File: src/rtl/mem_cmd_port_gen_if.sv
// Handshake bundle between the external bus, the command port and the transaction FSM.
// valid/ready: a beat moves on a rising edge where both are high; valid may not drop before that.
interface mem_cmd_port_gen_if #(
   parameter int DATA_W = 8
);
   logic              bus_valid;
   logic              bus_ready_o;
   logic [DATA_W-1:0] bus_data;
   logic              bus_valid_o;
   logic              bus_ready;
   logic [DATA_W-1:0] bus_data_o;
   logic              fsm_valid_o;
   logic              fsm_ready;
   logic [DATA_W-1:0] fsm_data_o;
   logic              fsm_valid;
   logic              fsm_ready_o;
   logic [DATA_W-1:0] fsm_data;

   modport slave (
      input  bus_valid, bus_data, bus_ready, fsm_ready, fsm_valid, fsm_data,
      output bus_ready_o, bus_valid_o, bus_data_o, fsm_valid_o, fsm_data_o, fsm_ready_o
   );

   modport master (
      output bus_valid, bus_data, bus_ready, fsm_ready, fsm_valid, fsm_data,
      input  bus_ready_o, bus_valid_o, bus_data_o, fsm_valid_o, fsm_data_o, fsm_ready_o
   );
endinterface

File: src/rtl/mem_cmd_port_gen.sv
// Command port: decodes a header + address, streams WR/RD beats, then requests the ack bus.
// Optional idle watchdog in WR/RD is enabled by defining MEM_CMD_TIMEOUT_EN.
module mem_cmd_port_gen #(
   parameter int DATA_W     = 8,
   parameter int ADDR_BYTES = 3,
   parameter int TIMEOUT    = 255
) (
   input  logic                    clk,
   input  logic                    rst,
   mem_cmd_port_gen_if.slave       io,
   input  logic                    txn_done,
   output logic                    ack_req,
   output logic [1:0]              ack_id,
   input  logic                    ack_grant,
   output logic                    r_w,
   output logic                    ena,
   output logic [8*ADDR_BYTES-1:0] address,
   output logic                    address_valid,
   output logic [8:0]              length,
   output logic                    length_valid,
   output logic                    err,
   output logic [2:0]              dbg_state_o
);
   if (!(DATA_W == 8 || DATA_W == 16 || DATA_W == 32) || ADDR_BYTES < 1 || ADDR_BYTES > 4
       || TIMEOUT < 1) begin : g_param_check
      $error("mem_cmd_port_gen: illegal parameter set");
   end

   localparam int BPW = DATA_W / 8;

   localparam logic [1:0] OP_RD_KEY = 2'd0;
   localparam logic [1:0] OP_WR_RES = 2'd2;
   localparam logic [1:0] OP_HASH   = 2'd3;
   localparam logic [1:0] ID_SHA    = 2'd1;
   localparam logic [1:0] ID_AES    = 2'd2;
   localparam logic [1:0] ID_CTRL   = 2'd3;

   typedef enum logic [2:0] {S_IDLE, S_HDR, S_ADDR, S_WR, S_RD, S_ACK} state_t;

   state_t                  state_q;
   logic                    alive_q;
   logic [1:0]              op_q, src_q;
   logic [8:0]              cnt_q, len_q;
   logic [8*ADDR_BYTES-1:0] addr_q;
   logic                    addr_vld_q, len_vld_q;
   logic                    r_w_q, ena_q, wr_q, ack_req_q;
   logic [1:0]              ack_id_q;
   logic                    fsm_vld_q, bus_vld_q;
   logic [DATA_W-1:0]       fsm_dat_q, bus_dat_q;

   logic       bus_rdy_d, fsm_rdy_d;
   logic       in_xfer_d, fsm_in_xfer_d;
   logic [8:0] len_d;

   // Beat count from the latched header: key reads and SHA traffic move 32 bytes, AES 16.
   always_comb begin
      len_d = 9'd0;
      if (op_q == OP_RD_KEY || src_q == ID_SHA) len_d = 9'(32 / BPW);
      else if (src_q == ID_AES)                 len_d = 9'(16 / BPW);
   end

   // Ready outputs; in WR the bus sees the FSM's ready directly, gated once all beats are in.
   always_comb begin
      bus_rdy_d = 1'b0;
      fsm_rdy_d = 1'b0;
      case (state_q)
         S_IDLE, S_ADDR: bus_rdy_d = alive_q;
         S_WR:           bus_rdy_d = io.fsm_ready && (cnt_q < len_q);
         S_RD:           fsm_rdy_d = (cnt_q < len_q) && (!bus_vld_q || io.bus_ready);
         default:        ;
      endcase
   end

   assign in_xfer_d     = io.bus_valid && bus_rdy_d;
   assign fsm_in_xfer_d = io.fsm_valid && fsm_rdy_d;

`ifdef MEM_CMD_TIMEOUT_EN
   localparam int IW = $clog2(TIMEOUT + 1);
   logic [IW-1:0] idle_q;
   logic          err_q;
   logic          beat_d;
   assign beat_d = in_xfer_d || fsm_in_xfer_d || (fsm_vld_q && io.fsm_ready)
                   || (bus_vld_q && io.bus_ready);
`endif

   always_ff @(posedge clk or posedge rst) begin
      if (rst) begin
         state_q    <= S_IDLE;
         alive_q    <= 1'b0;
         op_q       <= 2'd0;
         src_q      <= 2'd0;
         cnt_q      <= 9'd0;
         len_q      <= 9'd0;
         addr_q     <= '0;
         addr_vld_q <= 1'b0;
         len_vld_q  <= 1'b0;
         r_w_q      <= 1'b0;
         ena_q      <= 1'b0;
         wr_q       <= 1'b0;
         ack_req_q  <= 1'b0;
         ack_id_q   <= 2'd0;
         fsm_vld_q  <= 1'b0;
         fsm_dat_q  <= '0;
         bus_vld_q  <= 1'b0;
         bus_dat_q  <= '0;
`ifdef MEM_CMD_TIMEOUT_EN
         idle_q     <= '0;
         err_q      <= 1'b0;
`endif
      end else begin
         alive_q    <= 1'b1;
         addr_vld_q <= 1'b0;
         len_vld_q  <= 1'b0;
         case (state_q)
            S_IDLE: begin
               if (in_xfer_d) begin
                  op_q    <= io.bus_data[1:0];
                  src_q   <= io.bus_data[3:2];
                  cnt_q   <= 9'd0;
                  state_q <= S_ADDR;
               end
            end
            S_ADDR: begin
               if (in_xfer_d) begin
                  for (int i = 0; i < ADDR_BYTES; i++) begin
                     if (cnt_q == 9'(i)) addr_q[8*i +: 8] <= io.bus_data[7:0];
                  end
                  if (cnt_q == 9'(ADDR_BYTES - 1)) begin
                     cnt_q      <= 9'd0;
                     len_q      <= len_d;
                     addr_vld_q <= 1'b1;
                     len_vld_q  <= 1'b1;
                     state_q    <= S_HDR;
                  end else begin
                     cnt_q <= cnt_q + 9'd1;
                  end
               end
            end
            S_HDR: begin
               if (op_q == OP_HASH || len_q == 9'd0) begin
                  wr_q     <= 1'b0;
                  ack_id_q <= ID_CTRL;
                  state_q  <= S_ACK;
               end else if (op_q == OP_WR_RES) begin
                  wr_q     <= 1'b1;
                  r_w_q    <= 1'b0;
                  ena_q    <= 1'b1;
                  ack_id_q <= src_q;
                  state_q  <= S_WR;
               end else begin
                  wr_q     <= 1'b0;
                  r_w_q    <= 1'b1;
                  ena_q    <= 1'b1;
                  ack_id_q <= ID_CTRL;
                  state_q  <= S_RD;
               end
            end
            S_WR: begin
               if (in_xfer_d) cnt_q <= cnt_q + 9'd1;
               if (io.fsm_ready) begin
                  fsm_vld_q <= in_xfer_d;
                  fsm_dat_q <= io.bus_data;
               end
               if (cnt_q == len_q && (!fsm_vld_q || io.fsm_ready)) state_q <= S_ACK;
            end
            S_RD: begin
               if (fsm_in_xfer_d) begin
                  cnt_q     <= cnt_q + 9'd1;
                  bus_vld_q <= 1'b1;
                  bus_dat_q <= io.fsm_data;
               end else if (bus_vld_q && io.bus_ready) begin
                  bus_vld_q <= 1'b0;
               end
               if (cnt_q == len_q && (!bus_vld_q || io.bus_ready)) state_q <= S_ACK;
            end
            S_ACK: begin
               if (ack_req_q && ack_grant) begin
                  ack_req_q <= 1'b0;
                  ena_q     <= 1'b0;
                  r_w_q     <= 1'b0;
                  wr_q      <= 1'b0;
                  state_q   <= S_IDLE;
               end else if (!ack_req_q && (!wr_q || txn_done)) begin
                  ack_req_q <= 1'b1;
               end
            end
            default: state_q <= S_IDLE;
         endcase
`ifdef MEM_CMD_TIMEOUT_EN
         // Watchdog wins over the state updates above when it fires.
         if (state_q == S_WR || state_q == S_RD) begin
            if (beat_d) begin
               idle_q <= '0;
            end else if (idle_q == IW'(TIMEOUT - 1)) begin
               idle_q    <= '0;
               err_q     <= 1'b1;
               ena_q     <= 1'b0;
               r_w_q     <= 1'b0;
               wr_q      <= 1'b0;
               fsm_vld_q <= 1'b0;
               bus_vld_q <= 1'b0;
               state_q   <= S_IDLE;
            end else begin
               idle_q <= idle_q + IW'(1);
            end
         end else begin
            idle_q <= '0;
         end
`endif
      end
   end

`ifdef MEM_CMD_TIMEOUT_EN
   assign err = err_q;
`else
   assign err = 1'b0;
`endif

   assign io.bus_ready_o = bus_rdy_d;
   assign io.fsm_ready_o = fsm_rdy_d;
   assign io.fsm_valid_o = fsm_vld_q;
   assign io.fsm_data_o  = fsm_dat_q;
   assign io.bus_valid_o = bus_vld_q;
   assign io.bus_data_o  = bus_dat_q;
   assign ack_req        = ack_req_q;
   assign ack_id         = ack_id_q;
   assign r_w            = r_w_q;
   assign ena            = ena_q;
   assign address        = addr_q;
   assign address_valid  = addr_vld_q;
   assign length         = len_q;
   assign length_valid   = len_vld_q;
   assign dbg_state_o    = state_q;
endmodule

File: src/flat_wrapper.sv
// flat-port wrapper written by rule: the top's interface ports become plain ports
module mem_cmd_port_gen_flat 
#(
   parameter int DATA_W     = 8,
   parameter int ADDR_BYTES = 3,
   parameter int TIMEOUT    = 255
)
  (clk, rst, txn_done, ack_req, ack_id, ack_grant, r_w, ena, address, address_valid, length, length_valid, err, dbg_state_o, io_bus_valid, io_bus_data, io_bus_ready, io_fsm_ready, io_fsm_valid, io_fsm_data, io_bus_ready_o, io_bus_valid_o, io_bus_data_o, io_fsm_valid_o, io_fsm_data_o, io_fsm_ready_o);
  mem_cmd_port_gen_if #(.DATA_W(DATA_W)) io_i ();
  input  logic clk;
  input  logic rst;
  input  logic txn_done;
  output logic ack_req;
  output logic [1:0] ack_id;
  input  logic ack_grant;
  output logic r_w;
  output logic ena;
  output logic [8*ADDR_BYTES-1:0] address;
  output logic address_valid;
  output logic [8:0] length;
  output logic length_valid;
  output logic err;
  output logic [2:0] dbg_state_o;
  input wire logic [$bits(io_i.bus_valid)-1:0] io_bus_valid;
  input wire logic [$bits(io_i.bus_data)-1:0] io_bus_data;
  input wire logic [$bits(io_i.bus_ready)-1:0] io_bus_ready;
  input wire logic [$bits(io_i.fsm_ready)-1:0] io_fsm_ready;
  input wire logic [$bits(io_i.fsm_valid)-1:0] io_fsm_valid;
  input wire logic [$bits(io_i.fsm_data)-1:0] io_fsm_data;
  output wire logic [$bits(io_i.bus_ready_o)-1:0] io_bus_ready_o;
  output wire logic [$bits(io_i.bus_valid_o)-1:0] io_bus_valid_o;
  output wire logic [$bits(io_i.bus_data_o)-1:0] io_bus_data_o;
  output wire logic [$bits(io_i.fsm_valid_o)-1:0] io_fsm_valid_o;
  output wire logic [$bits(io_i.fsm_data_o)-1:0] io_fsm_data_o;
  output wire logic [$bits(io_i.fsm_ready_o)-1:0] io_fsm_ready_o;
  assign io_i.bus_valid = io_bus_valid;
  assign io_i.bus_data = io_bus_data;
  assign io_i.bus_ready = io_bus_ready;
  assign io_i.fsm_ready = io_fsm_ready;
  assign io_i.fsm_valid = io_fsm_valid;
  assign io_i.fsm_data = io_fsm_data;
  assign io_bus_ready_o = io_i.bus_ready_o;
  assign io_bus_valid_o = io_i.bus_valid_o;
  assign io_bus_data_o = io_i.bus_data_o;
  assign io_fsm_valid_o = io_i.fsm_valid_o;
  assign io_fsm_data_o = io_i.fsm_data_o;
  assign io_fsm_ready_o = io_i.fsm_ready_o;
  mem_cmd_port_gen #(.DATA_W(DATA_W), .ADDR_BYTES(ADDR_BYTES), .TIMEOUT(TIMEOUT)) u_core (.clk(clk), .rst(rst), .io(io_i), .txn_done(txn_done), .ack_req(ack_req), .ack_id(ack_id), .ack_grant(ack_grant), .r_w(r_w), .ena(ena), .address(address), .address_valid(address_valid), .length(length), .length_valid(length_valid), .err(err), .dbg_state_o(dbg_state_o));
endmodule
File: config.mk
export PLATFORM = sky130hd
export DESIGN_NAME = mem_cmd_port_gen_flat
export DESIGN_NICKNAME = d
export VERILOG_FILES = /design/src/rtl/mem_cmd_port_gen_if.sv /design/src/rtl/mem_cmd_port_gen.sv /design/src/flat_wrapper.sv
export SDC_FILE = /design/constraint.sdc
export NUM_CORES = 1
export LEC_CHECK = 0
export BUFFER_PORTS_ARGS = -buffer_cell sky130_fd_sc_hd__buf_2
export CAP_MARGIN = 10
export CORE_MARGIN = 4
export CORE_UTILIZATION = 35
export DETAILED_ROUTE_END_ITERATION = 7
export PLACE_DENSITY_LB_ADDON = 0.12
export SETUP_SLACK_MARGIN = 0.5
export SYNTH_ARGS = -nofsm -noshare
export SYNTH_HDL_FRONTEND = slang
export SYNTH_SLANG_ARGS = --single-unit
File: constraint.sdc
create_clock -name clk -period 2.4 [get_ports clk]
set_input_delay 0.24 -clock clk [delete_from_list [all_inputs] [get_ports clk]]
set_output_delay 0.24 -clock clk [all_outputs]
set_load 0.05 [all_outputs]
Word level (Yosys, flattened, before mapping)
Cells that the tools add are included.

cells by class
  $add $sub $neg = 1
  $lt $le $gt $ge = 1
  equal/unequal tests = 21
  muxes and demuxes = 37
  reduce and logical (&&, ||, !) cells = 39

operator list
  kind                                                                    number
  9-bit 2-to-1 mux                                                        6
  9-bit one-hot mux with 4 select lines                                   1
  3-bit 2-to-1 mux                                                        8
  9-bit zero test                                                         2
  3-bit one-hot mux with 6 select lines                                   1
  2-bit by 1-bit != test with 1-bit output (second input constant)        8
  1-bit 2-to-1 mux                                                        14
  2-bit AND reduction                                                     6
  3-bit AND reduction                                                     4
  9-bit by 1-bit adder with 9-bit output (second input constant)          1
  9-bit by 1-bit equality test with 1-bit output (second input constant)  1
  9-bit by 2-bit equality test with 1-bit output (second input constant)  1
  9-bit equality test                                                     1
  1-bit logical AND                                                       9
  9-bit < comparator                                                      1
  1-bit one-hot mux with 2 select lines                                   4
  2-bit equality test (second input constant)                             3
  3-bit by 2-bit equality test with 1-bit output (second input constant)  2
  3-bit equality test (second input constant)                             2
  6-bit AND reduction                                                     1
  2-bit nonzero test                                                      3
  1-bit logical OR                                                        5
  5-bit 2-to-1 mux                                                        1
  5-bit AND reduction                                                     1
  9 further kinds                                                         13

word-level totals
  register bits after elaboration = 75
  input bits = 24
  output and inout port bits = 64
  word-level logic and storage cells = 118

Longest topological paths before layout
Gate-level depths: netlist of run 1.

  depth after elaboration = 7
  gate-level depth with buffers = 8

Worst setup path after synthesis of run 1
No wires, ideal clock.

  kind = flip-flop to flip-flop
  start point = register u_core.len_q[5] (netlist: u_core.length[5])
  end point = register u_core.bus_dat_q[0] (netlist: u_core.io.bus_data_o[0])
  data arrival time = 2.521 ns
  data required time = 2.275 ns
  slack = -0.246 ns
  cell stages (with the launch flop) = 8
  buffers on the path = 0
  period minus slack after synthesis = 2.646 ns
  cell sequence = dfrtp_1 -> inv_1 -> ha_1 -> nor2b_1 -> nor3_1 -> and3_1 -> nand2_1 -> mux2_2

between the ends
  word-level cells in the longest chain between the ends = 5

RTL lines
  what                           RTL line                 text
  start: declaration             mem_cmd_port_gen.sv:43   logic [8:0] cnt_q, len_q;
  start signal: assignment       mem_cmd_port_gen.sv:130  len_q <= len_d;
  9-bit < comparator             mem_cmd_port_gen.sv:69   S_RD: fsm_rdy_d = (cnt_q < len_q) && (!bus_vld_q || io.bus_ready);
  1-bit logical AND              mem_cmd_port_gen.sv:69
  1-bit 2-to-1 mux               mem_cmd_port_gen.sv:66   case (state_q)
  net io_fsm_ready_o             flat_wrapper.sv:35       output wire logic [$bits(io_i.fsm_ready_o)-1:0] io_fsm_ready_o;
  1-bit logical AND              mem_cmd_port_gen.sv:75   assign fsm_in_xfer_d = io.fsm_valid && fsm_rdy_d;
  2-bit AND reduction (no line)  -
  end signal: assignment         mem_cmd_port_gen.sv:170  bus_dat_q <= io.fsm_data;
  end: declaration               mem_cmd_port_gen.sv:49   logic [DATA_W-1:0] fsm_dat_q, bus_dat_q;

The timed path passes the listed nets, and every way through them passes these cells.
A chain may end at the register's enable or synchronous reset.

Worst setup path after layout of run 1
  start point = register u_core.cnt_q[5]
  end point = register u_core.addr_q[23] (netlist: u_core.address[23])

between the ends
  word-level cells in the longest chain between the ends = 5
  elaborated cells between the ends (all ways) = 6
  those cells by class = order compare (1); eq/ne (1); mux (1); reduce/logical (3)

RTL lines
  what                                   RTL line                 text
  start: declaration                     mem_cmd_port_gen.sv:43
  start signal: assignment               mem_cmd_port_gen.sv:135  cnt_q <= cnt_q + 9'd1;
  start signal: assignment               mem_cmd_port_gen.sv:159  if (in_xfer_d) cnt_q <= cnt_q + 9'd1;
  start signal: assignment               mem_cmd_port_gen.sv:168  cnt_q <= cnt_q + 9'd1;
  9-bit < comparator                     mem_cmd_port_gen.sv:68   S_WR: bus_rdy_d = io.fsm_ready && (cnt_q < len_q);
  1-bit logical AND                      mem_cmd_port_gen.sv:68
  1-bit one-hot mux with 2 select lines  mem_cmd_port_gen.sv:66
  1-bit logical AND                      mem_cmd_port_gen.sv:74   assign in_xfer_d = io.bus_valid && bus_rdy_d;
  3-bit AND reduction (no line) (*)      -
  end signal: indexed assignment         mem_cmd_port_gen.sv:126  if (cnt_q == 9'(i)) addr_q[8*i +: 8] <= io.bus_data[7:0];
  end: declaration                       mem_cmd_port_gen.sv:44   logic [8*ADDR_BYTES-1:0] addr_q;

Mark *: on every way between the ends. The rest lies on a longest branch, timed or not.

==> results of run 1 <==
-- cells in the final DEF, fill, tap and decap left out, drive strengths merged, types with 2 or more instances in the layout --
cell type / Yosys / final
o22a: 2 / 2
and3: 4 / 4
o22ai: 4 / 4
o21a: 2 / 2
nor3: 4 / 4
nand3: 14 / 14
clkinvlp: 0 / 3
nand4: 3 / 3
or3: 3 / 3
clkinv: 0 / 2
a21oi: 10 / 10
buf: 11 / 108
nor2: 6 / 6
conb: 2 / 9
dfrtp: 68 / 68
or4: 3 / 3
or4b: 3 / 3
o211ai: 2 / 2
a211oi: 2 / 2
nor2b: 2 / 2
nand2b: 3 / 3
o41ai: 2 / 2
ha: 6 / 6
nor3b: 3 / 3
o21ai: 12 / 12
inv: 14 / 14
nand2: 45 / 46
mux2: 37 / 37
clkbuf: 8 / 10
-- what timing repair did --
item | 4_1_cts | 5_1_grt
setup buffers | 2 | 7
gates cloned | 1 | 0
gates resized for setup | 19 | 25
endpoints found under the setup margin | 51 | 52
pin swaps | 2 | 8
hold buffers | 1 | 0
hold endpoints to repair | 21 | 0
-- cell type report --
| cell class | count | area [um^2] |
|---|---|---|
| multi-input cells | 196 | 1590 |
| repair buffers | 109 | 672 |
| clock inverters | 6 | 63.8 |
| well taps | 108 | 135 |
| flip-flops and latches | 68 | 1710 |
| clock buffers | 10 | 128 |
| fillers | 808 | 4450 |
| inverters | 14 | 56.3 |
-- routing by layer --
layer  vias up  wire length (um)
li1       1225                 -
met4         0               127
met5         -                 0
met2        71              4090
met3        11               498
met1      1282              3740
-- kinds of logic after synthesis --
| logic type | count (synthesis) | synth area share (%) |
|---|---|---|
| DFF | 68 | 53.0 |
| AOI/OAI and AO/OA | 44 | 9.08 |
| muxes | 37 | 13.7 |
| adders and majority gates | 6 | 2.34 |
| other | 2 | 0.234 |
| buffers and inverters | 33 | 5.18 |
| and+or+nand+nor | 99 | 16.5 |
-- cells in the mapped netlist (6+ instances only) --
cell and n:
a21oi_1 10, buf_4 9, clkbuf_1 8, dfrtp_1 68
ha_1 6, inv_1 14, mux2_2 31, mux2_4 6
nand2_1 43, nand3_1 14, nor2_1 6, o21ai_0 12
-- power by group --
part | internal [uW] | switching, uW | total, uW
sequential | 1500 | 277 | 1780
combinational | 890 | 1810 | 2700
clock | 481 | 468 | 948
-- worst max-delay path, cell delays in order, from the launching register on --
cell and delay, ns:
dfrtp_1 0.42, ha_4 0.25, nor2b_4 0.13, or4_4 0.50
a2111o_1 0.43, buf_12 0.17, mux2_4 0.29
-- sequential cells by signal (all words and copies together) (netlist names), 2 cells and up --
register and flops:
u_core.src_q 2, u_core.length 2, u_core.cnt_q 9, u_core.op_q 2
u_core.ack_id 2, u_core.io.bus_data_o 8, u_core.io.fsm_data_o 8, u_core.address 24
u_core.dbg_state_o 3
-- path summary, 6_finish.rpt --
| kind | end | slack, ns |
|---|---|---|
| min in group asynchronous | u_core.cnt_q[0] | 0.48 |
| worst min register to register | u_core.ena | 0.48 |
| worst min-delay path | u_core.io.bus_data_o[3] | 0.13 |
| worst max-delay path | u_core.address[23] | 0.07 |
| worst max register to register | u_core.address[23] | 0.07 |
| max in group asynchronous | u_core.length[5] | 1.30 |
-- through the flow --
stage                     hold slack, ns  area (um^2)
after floorplan                    0.345         3330
after global placement             0.319         3910
after detailed placement           0.316         3910
after CTS                          0.114         4200
after global routing               0.108         4350
final                              0.131         4350
==> impl_metrics.py, run 1 <==
metrics = {
    "outcome": {
        "outcome": "finished clean",
    },
    "floorplanning": {
        "fp.dieArea_um2": 10800,
        "die_h_um": 104,
        "fp.dieW_um": 104,
        "start_util_pct": 36.4,
        "ios": 88,
        "core_um2": 8810,
        "rows": 34,
    },
    "placed_design": {
        "placedCellCount": 484,
        "hpwl_mm": 5.81,
        "io_buffers": 79,
        "place.gp.congestion": 0.803,
        "pre_cts_slack_ns": -0.0262,
    },
    "synth": {
        "ys_warn_count": 0,
        "synth_edf_count": 0,
        "ys_async_sr_fraction_pct": 100,
        "syn_avg_cell_area_um2": 11.1,
        "synth_top_area_share_pct": 53.0,
        "syn-instance-count": 289,
        "synthTopCellsByArea": "dfrtp_1 (53%), mux2_2 (11%), nand2_1 (5.0%), mux2_4 (2.8%), ha_1 (2.3%)",
        "ys.flop_type": "dfrtp_1",
        "syn-cell-area_um2": 3210,
        "synth_seq_cells": 68,
        "yosysTopAreaCell": "dfrtp_1",
        "yosysUniqueCellTypes": 49,
        "synth-seq-area-share_pct": 53.0,
    },
    "sta": {
        "rsz0062_at_grt": "true",
        "max_freq_ghz": 0.430,
        "setup_viol": 0,
        "fin_crit_sh_pct": 97.0,
        "max_slew.worst_pin.slew_ns": 0.543,
        "setup-tns-final_ns": 0,
        "finalHoldViolCount": 0,
        "slew_headroom_pct": 63.7,
        "slew_viol_final": 0,
        "fin_skew_ns": 0.00972,
        "worst_slack_ns": 0.0728,
        "fin_crit_ns": 2.33,
    },
    "grt": {
        "use_met2_pct": 24.5,
        "grt_pass1_wl_mm": 13.8,
        "met3_usage_pct": 4.23,
        "grt_overflow_total": 0,
        "grt_usage_pct": 15.8,
        "grt_max_degree": 48,
        "grt_use_met1_pct": 21.4,
        "antenna_found_initial": 0,
        "grt.busiest_layer": "met2",
        "grt_pass1_vias": 2675,
    },
    "clock_tree": {
        "clkTransAtPathRegs_ns": 0.08,
        "h-tree-depth": 3,
        "tritoncts": "built",
        "clk_latency_ns": 0.34,
        "cts_buffer_depth": 2,
        "numCtsBuffers": 9,
        "clock_sinks": 68,
        "cts_root_buffer": "clkbuf_8",
    },
    "power_and_ir_drop": {
        "p_leak_uw": 0.00220,
        "ir_worst_vdd_uv": 484,
        "p_per_area_nw_per_um2": 1250,
        "p_total_uw": 5430,
    },
    "run": {
        "cap_violations": 0,
    },
    "min_path": {
        "hold_path_depth": 2,
        "hold_start": "io_fsm_data[3]",
        "hold_class": "primary input to flip-flop",
    },
    "setup_path": {
        "ff2ff_path_depth": 6,
        "critical_path_peak_fanout": 12,
        "critPathKind": "flip-flop to flip-flop",
        "cp_data_arrival_time_ns": 2.55,
        "worstPathRequired_ns": 2.62,
        "end_kind": "flip-flop",
        "worstSetupStartpointType": "flip-flop",
        "r2r-start": "u_core.cnt_q[5]",
        "crit_start": "u_core.cnt_q[5]",
    },
    "finish": {
        "stdcell_count": 511,
        "syn_to_final_growth_pct": 35.7,
        "drive_gt1_share_pct": 52.6,
        "fin_util_pct": 49.4,
        "fin_nets": 428,
        "antennaDiodeCount": 0,
    },
    "route": {
        "viasPerCell": 5.07,
        "vias": 2589,
        "drc_errors": 0,
        "wl_mm": 8.45,
        "avgRoutedWirePerCell_um": 16.5,
        "drt_iter0_drc": 97,
        "drt-pass1-iter-count": 4,
        "ant_nets": 0,
    },
}
Power figures use the tool's default switching activity.
==> run 2: changes to the inputs <==
==> constraint.sdc (replaced) <==
create_clock -name clk -period 2.4 [get_ports clk]
set_input_delay 0.36 -clock clk [delete_from_list [all_inputs] [get_ports clk]]
set_output_delay 0.36 -clock clk [all_outputs]
set_load 0.05 [all_outputs]
==> impl_metrics.py, run 2 (synthesized netlist as in run 1, its figures left out) <==
metrics = {
    "route": {
        "wl_mm": 8.56,
        "drt_iter0_drc": 106,
        "drt-pass1-iter-count": 4,
        "drc_errors": 0,
        "viasPerCell": 5.07,
        "avgRoutedWirePerCell_um": 16.5,
        "vias": 2631,
        "ant_nets": 0,
    },
    "finish": {
        "syn_to_final_growth_pct": 40.2,
        "fin_nets": 436,
        "layout_commonest_cell": "buf_2",
        "multi_input_area_um2": 1620,
        "fill_cells": 791,
        "largest_reg_flops": 24,
        "ff_latch_area_um2": 1710,
        "antennaDiodeCount": 0,
        "layout_common_cells": "buf_2 (77), dfrtp_1 (62), nand2_1 (40)",
        "drive_gt1_share_pct": 54.3,
    },
    "clock_tree": {
        "tritoncts": "built",
        "cts_hold_buf": 0,
        "clk_latency_ns": 0.34,
        "numCtsBuffers": 9,
        "h-tree-depth": 3,
        "clkTransAtPathRegs_ns": 0.08,
        "cts_root_buffer": "clkbuf_8",
        "cts_buffer_depth": 2,
        "clock_sinks": 68,
    },
    "power_and_ir_drop": {
        "p_leak_uw": 0.00229,
        "p_per_area_nw_per_um2": 1260,
        "ir_worst_vdd_uv": 562,
    },
    "outcome": {
        "outcome": "finished clean",
    },
    "floorplanning": {
        "start_util_pct": 36.4,
        "rows": 34,
        "core_um2": 8810,
        "ios": 88,
        "die_h_um": 104,
        "fp.dieArea_um2": 10800,
        "fp.dieW_um": 104,
    },
    "setup_path": {
        "path_cells": "ha_4 > nor2b_4 > or4_4 > a2111o_1 > buf_12 > mux2_4",
        "worstSetupStartpointType": "flip-flop",
        "r2r_end": "u_core.address[20]",
        "critPathCapture": "u_core.address[20]",
        "critPathKind": "flip-flop to flip-flop",
        "r2r_setup_slack_ns": 0.07,
        "crit_start": "u_core.cnt_q[5]",
        "critPathTopFamily": "simple AND/OR/NAND/NOR gates",
        "critical_path_cell_count": 6,
        "end_kind": "flip-flop",
        "r2r-start": "u_core.cnt_q[5]",
        "max_stage_delay_ns": 0.54,
        "ff2ff_path_depth": 6,
        "critical_path_peak_fanout": 12,
        "cp_data_arrival_time_ns": 2.55,
        "worstPathRequired_ns": 2.62,
        "crit_path_top_delay_cell": "or4_4",
        "path_buf_inv": 1,
    },
    "grt": {
        "grt_overflow_total": 0,
        "grt_pass1_vias": 2743,
        "grt_pass1_wl_mm": 13.9,
        "grt_usage_pct": 15.9,
        "antenna_found_initial": 0,
        "grt_max_degree": 49,
    },
    "sta": {
        "setup-tns-final_ns": 0,
        "slew_headroom_pct": 62.1,
        "hold_slack_ns": 0.0441,
        "setup_viol": 0,
        "finalHoldViolCount": 0,
        "max_slew.worst_pin.slew_ns": 0.564,
        "fin_crit_sh_pct": 97.3,
        "fin_skew_ns": 0.0115,
        "max_freq_ghz": 0.428,
        "fin_crit_ns": 2.33,
        "slew_viol_final": 0,
        "rsz0062_at_grt": "true",
    },
    "run": {
        "cap_violations": 0,
    },
    "placed_design": {
        "io_buffers": 79,
        "hpwl_mm": 6.00,
        "place.gp.congestion": 0.836,
    },
    "min_path": {
        "hold_class": "primary input to asynchronous set/reset pin",
    },
}
-- run 2: cell types whose count changed in the layout (fill, tap and decap cells not counted), moves of 3 or more --
cell     previous run  this run
buf_4              25        30
nand3_2             0         3
nand2_2             4         0
nand3_1            14        11
buf_6               3         7
-- run 2: area by class of cell --
cell class	instances	share of cell area, %
timing repair buffer	118	16.9
tap	108	3.00
inverter	14	1.25
sequential	68	38.0
clock inverter	6	1.97
clock buffer	10	2.84
multi-input combinational	195	36.1
-- run 2: how the worst min path moves through the flow --
stage                   startpoint                      end  slack, ns
floorplan           io_bus_data[0]  u_core.io.fsm_data_o[0]       0.47
global placement               rst  u_core.io.bus_data_o[2]       0.43
detailed placement             rst  u_core.io.bus_data_o[3]       0.43
CTS                            rst               u_core.ena       0.05
global route                   rst  u_core.io.bus_data_o[3]       0.08
finish                         rst          u_core.cnt_q[8]       0.04
-- run 2: timing repair --
item                                    in CTS  in global routing
pin swaps                                    5                  9
gates resized for setup                     34                 22
endpoints found under the setup margin      50                 50
setup buffers                               10                  7
-- run 2: stage by stage --
step | total power [uW] | worst slack (ns) | utilization (%) | instances | instance area, um^2
finish | 5650 | 0.0652 | 51.1 | 519 | 4500
floorplan | 3620 | -0.0117 | - | 296 | 3330
global placement | 4290 | 0.0509 | 44.5 | 486 | 3920
CTS | 5600 | 0.0773 | 49.4 | 512 | 4350
global route | 5980 | 0.0363 | 51.1 | 519 | 4500
detailed placement | 4310 | 0.00515 | 44.5 | 486 | 3920
-- run 2: layer usage --
layer,track usage [%],wire (um),vias up
met5,0,0,-
met4,4.46,76,0
met3,4.85,488,6
met2,24.6,4010,73
met1,21.6,3980,1311
li1,-,-,1241
-- run 2: power by group --
group	switching (uW)	total [uW]	internal [uW]
Clock	459	1050	587
Combinational	1870	2850	978
Sequential	258	1760	1500
Total	2590	5650	3070
